File: src/rtl/audio_scheduler.sv
// audio_scheduler: background track sequencer with one-shot effects and volume/mute; define AUDIO_SCHED_BGM_PAUSE_EN to freeze BGM while an effect plays
module audio_scheduler #(
  parameter int CLK_HZ    = 100_000_000,
  parameter int BEAT_HZ   = 8,
  parameter int SFX_HZ    = 16,
  parameter int TRACK_LEN = 64,
  parameter int AMP_STEP  = 5000
) (
  input  logic        clk,
  input  logic        rst,
  input  logic        vol_up,
  input  logic        vol_down,
  input  logic        mute,
  input  logic [3:0]  state,
  input  logic [1:0]  sfx_req,
  output logic [11:0] note_freq,
  output logic [15:0] amplitude,
  output logic [2:0]  volume,
  output logic        sfx_busy,
  output logic [5:0]  beat_idx
);
  localparam int BEAT_DIV = CLK_HZ / BEAT_HZ;
  localparam int SFX_DIV  = CLK_HZ / SFX_HZ;
  localparam int BW = $clog2(BEAT_DIV + 1);
  localparam int SW = $clog2(SFX_DIV + 1);
  typedef enum logic {BGM, SFX} fsm_t;
  fsm_t fsm, fsm_d;
  logic [BW-1:0] beat_cnt, beat_cnt_d;
  logic [SW-1:0] sfx_cnt, sfx_cnt_d;
  logic [5:0] beat_idx_d;
  logic [3:0] prev_state;
  logic [1:0] sfx_id, sfx_id_d, sfx_step, sfx_step_d;
  logic [2:0] vol_d;
  logic [11:0] freq_sel;
  logic st_chg, beat_tick, sfx_wrap, hold;
  function automatic logic [11:0] bgm_note(input logic [2:0] t, input logic [1:0] i);
    logic [47:0] row;
    row = t == 3'd0 ? {12'd523, 12'd392, 12'd330, 12'd262}
        : t == 3'd1 ? {12'd587, 12'd440, 12'd349, 12'd294}
        : t == 3'd2 ? {12'd659, 12'd494, 12'd392, 12'd330}
        : t == 3'd3 ? {12'd392, 12'd294, 12'd247, 12'd196}
        : t == 3'd4 ? {12'd0, 12'd220, 12'd0, 12'd220}
        : t == 3'd5 ? {12'd0, 12'd523, 12'd0, 12'd440}
        : '0;
    return row[12*i +: 12];
  endfunction
  function automatic logic [11:0] sfx_note(input logic [1:0] id, input logic [1:0] i);
    logic [47:0] row;
    row = id == 2'd1 ? {12'd1319, 12'd1319, 12'd988, 12'd988}
        : id == 2'd2 ? {12'd196, 12'd196, 12'd196, 12'd196}
        : id == 2'd3 ? {12'd1047, 12'd784, 12'd659, 12'd523}
        : '0;
    return row[12*i +: 12];
  endfunction
`ifdef AUDIO_SCHED_BGM_PAUSE_EN
  assign hold = fsm == SFX;
`else
  assign hold = 1'b0;
`endif
  // next-state for beat timing, effect sequencing, volume and the selected tone
  always_comb begin
    st_chg = state != prev_state;
    beat_tick = beat_cnt == BW'(BEAT_DIV - 1);
    sfx_wrap = sfx_cnt == SW'(SFX_DIV - 1);
    beat_cnt_d = st_chg ? '0 : hold ? beat_cnt : beat_tick ? '0 : beat_cnt + 1'b1;
    beat_idx_d = st_chg ? '0 : (hold || !beat_tick) ? beat_idx
               : beat_idx == 6'(TRACK_LEN - 1) ? '0 : beat_idx + 1'b1;
    fsm_d = fsm;
    sfx_id_d = sfx_id;
    sfx_step_d = sfx_step;
    sfx_cnt_d = sfx_cnt;
    if (sfx_req != 2'd0) begin
      fsm_d = SFX;
      sfx_id_d = sfx_req;
      sfx_step_d = '0;
      sfx_cnt_d = '0;
    end else if (fsm == SFX) begin
      sfx_cnt_d = sfx_wrap ? '0 : sfx_cnt + 1'b1;
      sfx_step_d = sfx_wrap ? sfx_step + 1'b1 : sfx_step;
      fsm_d = (sfx_wrap && sfx_step == 2'd3) ? BGM : SFX;
    end
    vol_d = (vol_up && !vol_down && volume != 3'd5) ? volume + 3'd1
          : (vol_down && !vol_up && volume != 3'd0) ? volume - 3'd1 : volume;
    freq_sel = fsm_d == SFX ? sfx_note(sfx_id_d, sfx_step_d) : bgm_note(state[2:0], beat_idx_d[1:0]);
  end
  // state and registered outputs; reset aborts any effect immediately
  always_ff @(posedge clk or posedge rst) begin
    if (rst) begin
      fsm <= BGM;
      beat_cnt <= '0;
      beat_idx <= '0;
      sfx_cnt <= '0;
      sfx_step <= '0;
      sfx_id <= '0;
      prev_state <= '0;
      volume <= 3'd3;
      note_freq <= '0;
      amplitude <= '0;
      sfx_busy <= 1'b0;
    end else begin
      fsm <= fsm_d;
      beat_cnt <= beat_cnt_d;
      beat_idx <= beat_idx_d;
      sfx_cnt <= sfx_cnt_d;
      sfx_step <= sfx_step_d;
      sfx_id <= sfx_id_d;
      prev_state <= state;
      volume <= vol_d;
      note_freq <= freq_sel;
      amplitude <= (mute || vol_d == 3'd0 || freq_sel == 12'd0) ? '0 : 16'(vol_d * AMP_STEP);
      sfx_busy <= fsm_d == SFX;
    end
  end
endmodule

File: config.mk
export PLATFORM = sky130hd
export DESIGN_NAME = audio_scheduler
export DESIGN_NICKNAME = d
export VERILOG_FILES = /design/src/rtl/audio_scheduler.sv
export SDC_FILE = /design/constraint.sdc
export NUM_CORES = 1
export LEC_CHECK = 0
export ABC_CLOCK_PERIOD_IN_PS = 5100
export CORE_ASPECT_RATIO = 1.5
export CORE_UTILIZATION = 58
export CTS_CLUSTER_DIAMETER = 200
export DETAILED_ROUTE_END_ITERATION = 7
export PLACE_DENSITY = 0.81
export SETUP_SLACK_MARGIN = 0.3
export SYNTH_ARGS = -nofsm -noshare
export SYNTH_HDL_FRONTEND = slang
export SYNTH_SLANG_ARGS = --single-unit
File: constraint.sdc
create_clock -name clk -period 5.1 [get_ports clk]
set_input_delay 1.02 -clock clk [delete_from_list [all_inputs] [get_ports clk]]
set_output_delay 1.02 -clock clk [all_outputs]
set_load 0.02 [all_outputs]
==> out/qor.yml <==
clocking:
  hold_buffers: 0
  cts_resized: 0
  clkSinkCount: 87
  postCtsSetupBuffers: 0
  cts_buffers: 9
  cts.htree.levels: 3
  root_buffer: "clkbuf_16"
  cts_tree: "done"
  clk_pin_slew_ns: 0.07
  clk_path_buf_depth: 2
  insertion_delay_ns: 0.34
setup_path:
  r2r_start: "volume[1]"
  cp_max_fo: 5
  path_depth: 15
  r2r_slack_ns: 1.23
  cp_num_buf_inv: 5
  arrival_ns: 4.34
  r2r_end: "amplitude[13]"
  cpLargestDelayFamily: "adder cells"
  cp-start-kind: "primary input"
  startpoint: "vol_up"
  cpPeakStageDelay_ns: 0.54
  ff2ff_path_depth: 15
  cp-end-kind: "flop"
  path_common_cell: "inv_1"
  crit_slowest_cell: "fa_1"
  path_cells: "clkdlybuf4s50_1, inv_1, a211oi_1, nor2_1, o31ai_1, buf_4, inv_1, fa_1, ha_1, inv_1, fa_1, nor2b_1, o21ai_0, xnor2_1, nor4_2"
  crit_type: "primary input to flop"
  required_ns: 5.28
  crit_path_end: "amplitude[13]"
synthesis:
  synthFlopType: "dfrtp_1"
  seq_area_frac_synth: 0.426
  yosysWarnings: 0
  postSynthCellCount: 549
  syn_area_per_cell_um2: 9.31
  ys_types: 66
  synth-edff-count: 0
  synthesis.area_um2: 5110
  ys_seq_elements: 87
  async_flop_share: 1.00
floorplan:
  placementRows: 41
  coreArea_um2: 8460
  die_w_um: 78.7
  die_area_um2: 9200
  die_h_um: 117
  io_pins: 49
  start_util: 0.604
route:
  wirelength_um: 11600
  drt_iter0_drc: 292
  dr.pass1.iters: 4
  wl_per_cell_um: 16.4
  drc: 0
  postRouteAntennaNets: 0
  viasPerCell: 6.08
  vias: 4289
placement:
  postPlaceCellArea_um2: 5640
  gp_congestion: 0.934
  post-dp-hpwl_um: 8190
  dpl.cell_count: 691
  port_buffers: 43
global_routing:
  grt_max_degree: 62
  overflow: 0
  grt_pass1_vias: 4239
  grt_use_total: 0.269
  grt_pass1_wl_um: 19200
  antenna_found_initial: 0
power_and_ir_drop:
  p_total_uw: 2390
  irDropWorstVdd_uv: 321
  leakage_uw: 0.00252
  power.density_nw_per_um2: 400
sta:
  hold_viol_final: 0
  relSlewSlack: 0.315
  rsz0062_at_grt: "false"
  period_share: 0.815
  skew_ns: 0.0118
  worst_slew_pin_slew_ns: 1.03
  tns_ns: 0
  finalMaxSlewViolations: 0
  clock.fmax_mhz: 241
  min_period_ns: 4.16
  setup_viol: 0
flow_run:
  max_cap_violations: 0
final_layout:
  postLayoutCellArea_um2: 5990
  syn_to_final_growth_pct: 17.2
  layout-drive-gt1-share: 0.0902
  insertedDiodeCount: 0
  finalNetCount: 627
  instances_no_fill: 706
worst_hold_path:
  hold_path_class: "flop to flop"
outcome:
  outcome: "completed"
==> state kept, by name, summed over array words and instances (netlist names) <==
register    cells
volume          3
sfx_cnt        23
beat_idx        6
note_freq      11
amplitude      11
fsm             1
beat_cnt       24
sfx_id          2
prev_state      4
sfx_step        2
==> layout by cell type, fill, tap and decap left out, types with 10 or more instances in the layout <==
master / n
nor2_1: 71
inv_1: 24
nand4_1: 10
xnor2_1: 16
dfrtp_1: 85
and3_1: 16
ha_1: 18
o21ai_0: 32
xor2_1: 31
clkdlybuf4s50_1: 43
nand3_1: 29
buf_4: 10
nand2_1: 51
a21oi_1: 22
==> logic make-up after synthesis <==
| family | synth area share |
|---|---|
| multiplexers | 0.0188 |
| adder cells (fa/ha/maj) | 0.0558 |
| AO/OA/AOI/OAI | 0.127 |
| flip-flops | 0.426 |
| other | 0.000733 |
| AND/OR/NAND/NOR | 0.246 |
| buffers and inverters | 0.0450 |
| XOR/XNOR | 0.0805 |
==> through the flow <==
stage	hold slack, ns	util	worst slack [ns]
2_1_floorplan	0.437	-	1.23
3_3_place_gp	0.465	0.667	0.884
3_5_place_dp	0.468	0.667	0.713
4_1_cts	0.486	0.708	0.993
5_1_grt	0.513	0.708	0.770
6_report	0.487	0.708	0.944
==> cell usage after synthesis, types with 3 or more instances <==
cell / instances / area (um2)
nand3_1: 29 / 145
inv_1: 25 / 93.8
dfrtp_1: 85 / 2130
nor2b_1: 3 / 18.8
a211oi_1: 6 / 45.0
o22ai_1: 3 / 18.8
a22oi_1: 3 / 22.5
nor4_2: 9 / 113
or4_1: 3 / 22.5
a21o_1: 3 / 22.5
nor4b_1: 4 / 35.0
and3_1: 16 / 100
nand3b_1: 3 / 22.5
nor2_1: 71 / 267
fa_1: 3 / 60.1
o21ai_0: 32 / 160
xor2_1: 31 / 272
xnor2_1: 16 / 140
nor3_1: 6 / 30.0
a21oi_1: 22 / 110
clkbuf_1: 11 / 41.3
nor3b_1: 4 / 30.0
ha_1: 18 / 225
or3_1: 7 / 43.8
mux2_2: 5 / 56.3
mux2i_1: 4 / 40.0
a31oi_1: 5 / 31.3
nand4_1: 10 / 62.6
buf_4: 7 / 52.6
o31ai_1: 5 / 37.5
and4_1: 5 / 43.8
nand2_1: 51 / 191
==> power breakdown <==
part	internal, uW	switching [uW]	total [uW]
combinational	365	478	843
sequential	757	28.8	786
clock	503	263	766
total	1630	770	2390
==> worst min path at each step <==
stage,from,endpoint,slack [ns],depth (start not counted)
6_report,sfx_cnt[22],sfx_cnt[22],0.49,1
5_1_grt,beat_cnt[0],beat_cnt[0],0.51,1
4_1_cts,sfx_cnt[22],sfx_cnt[22],0.49,1
3_5_place_dp,sfx_cnt[22],sfx_cnt[22],0.47,1
3_3_place_gp,beat_cnt[0],beat_cnt[0],0.47,1
2_1_floorplan,sfx_cnt[22],sfx_cnt[22],0.44,1
==> worst register-to-register path, delay by kind of cell, from the launching register on <==
family | cells | cell delay [ns]
xor gates and xnor gates | 1 | 0.24
buffers and inverters | 4 | 0.48
and+or+nand+nor | 3 | 0.28
AOI/OAI and AO/OA | 3 | 0.86
DFF | 1 | 0.56
adders and majority gates | 4 | 1.32
==> final cells by class <==
cell class                 count  area, um2
fill                         632       2470
clock buffer                  12        256
timing repair buffer          53        505
tap                          107        134
multi-input combinational    416       2720
sequential                    87       2180
inverter                      28        106
clock inverter                 3       90.1
==> per-layer routing <==
layer	vias up	track usage	share of wire
met5	-	0	0
li1	2012	-	-
met2	143	0.502	0.54
met4	0	0.136	0.029
met1	2102	0.298	0.39
met3	32	0.0341	0.038
(Power assumes the default switching activity.)
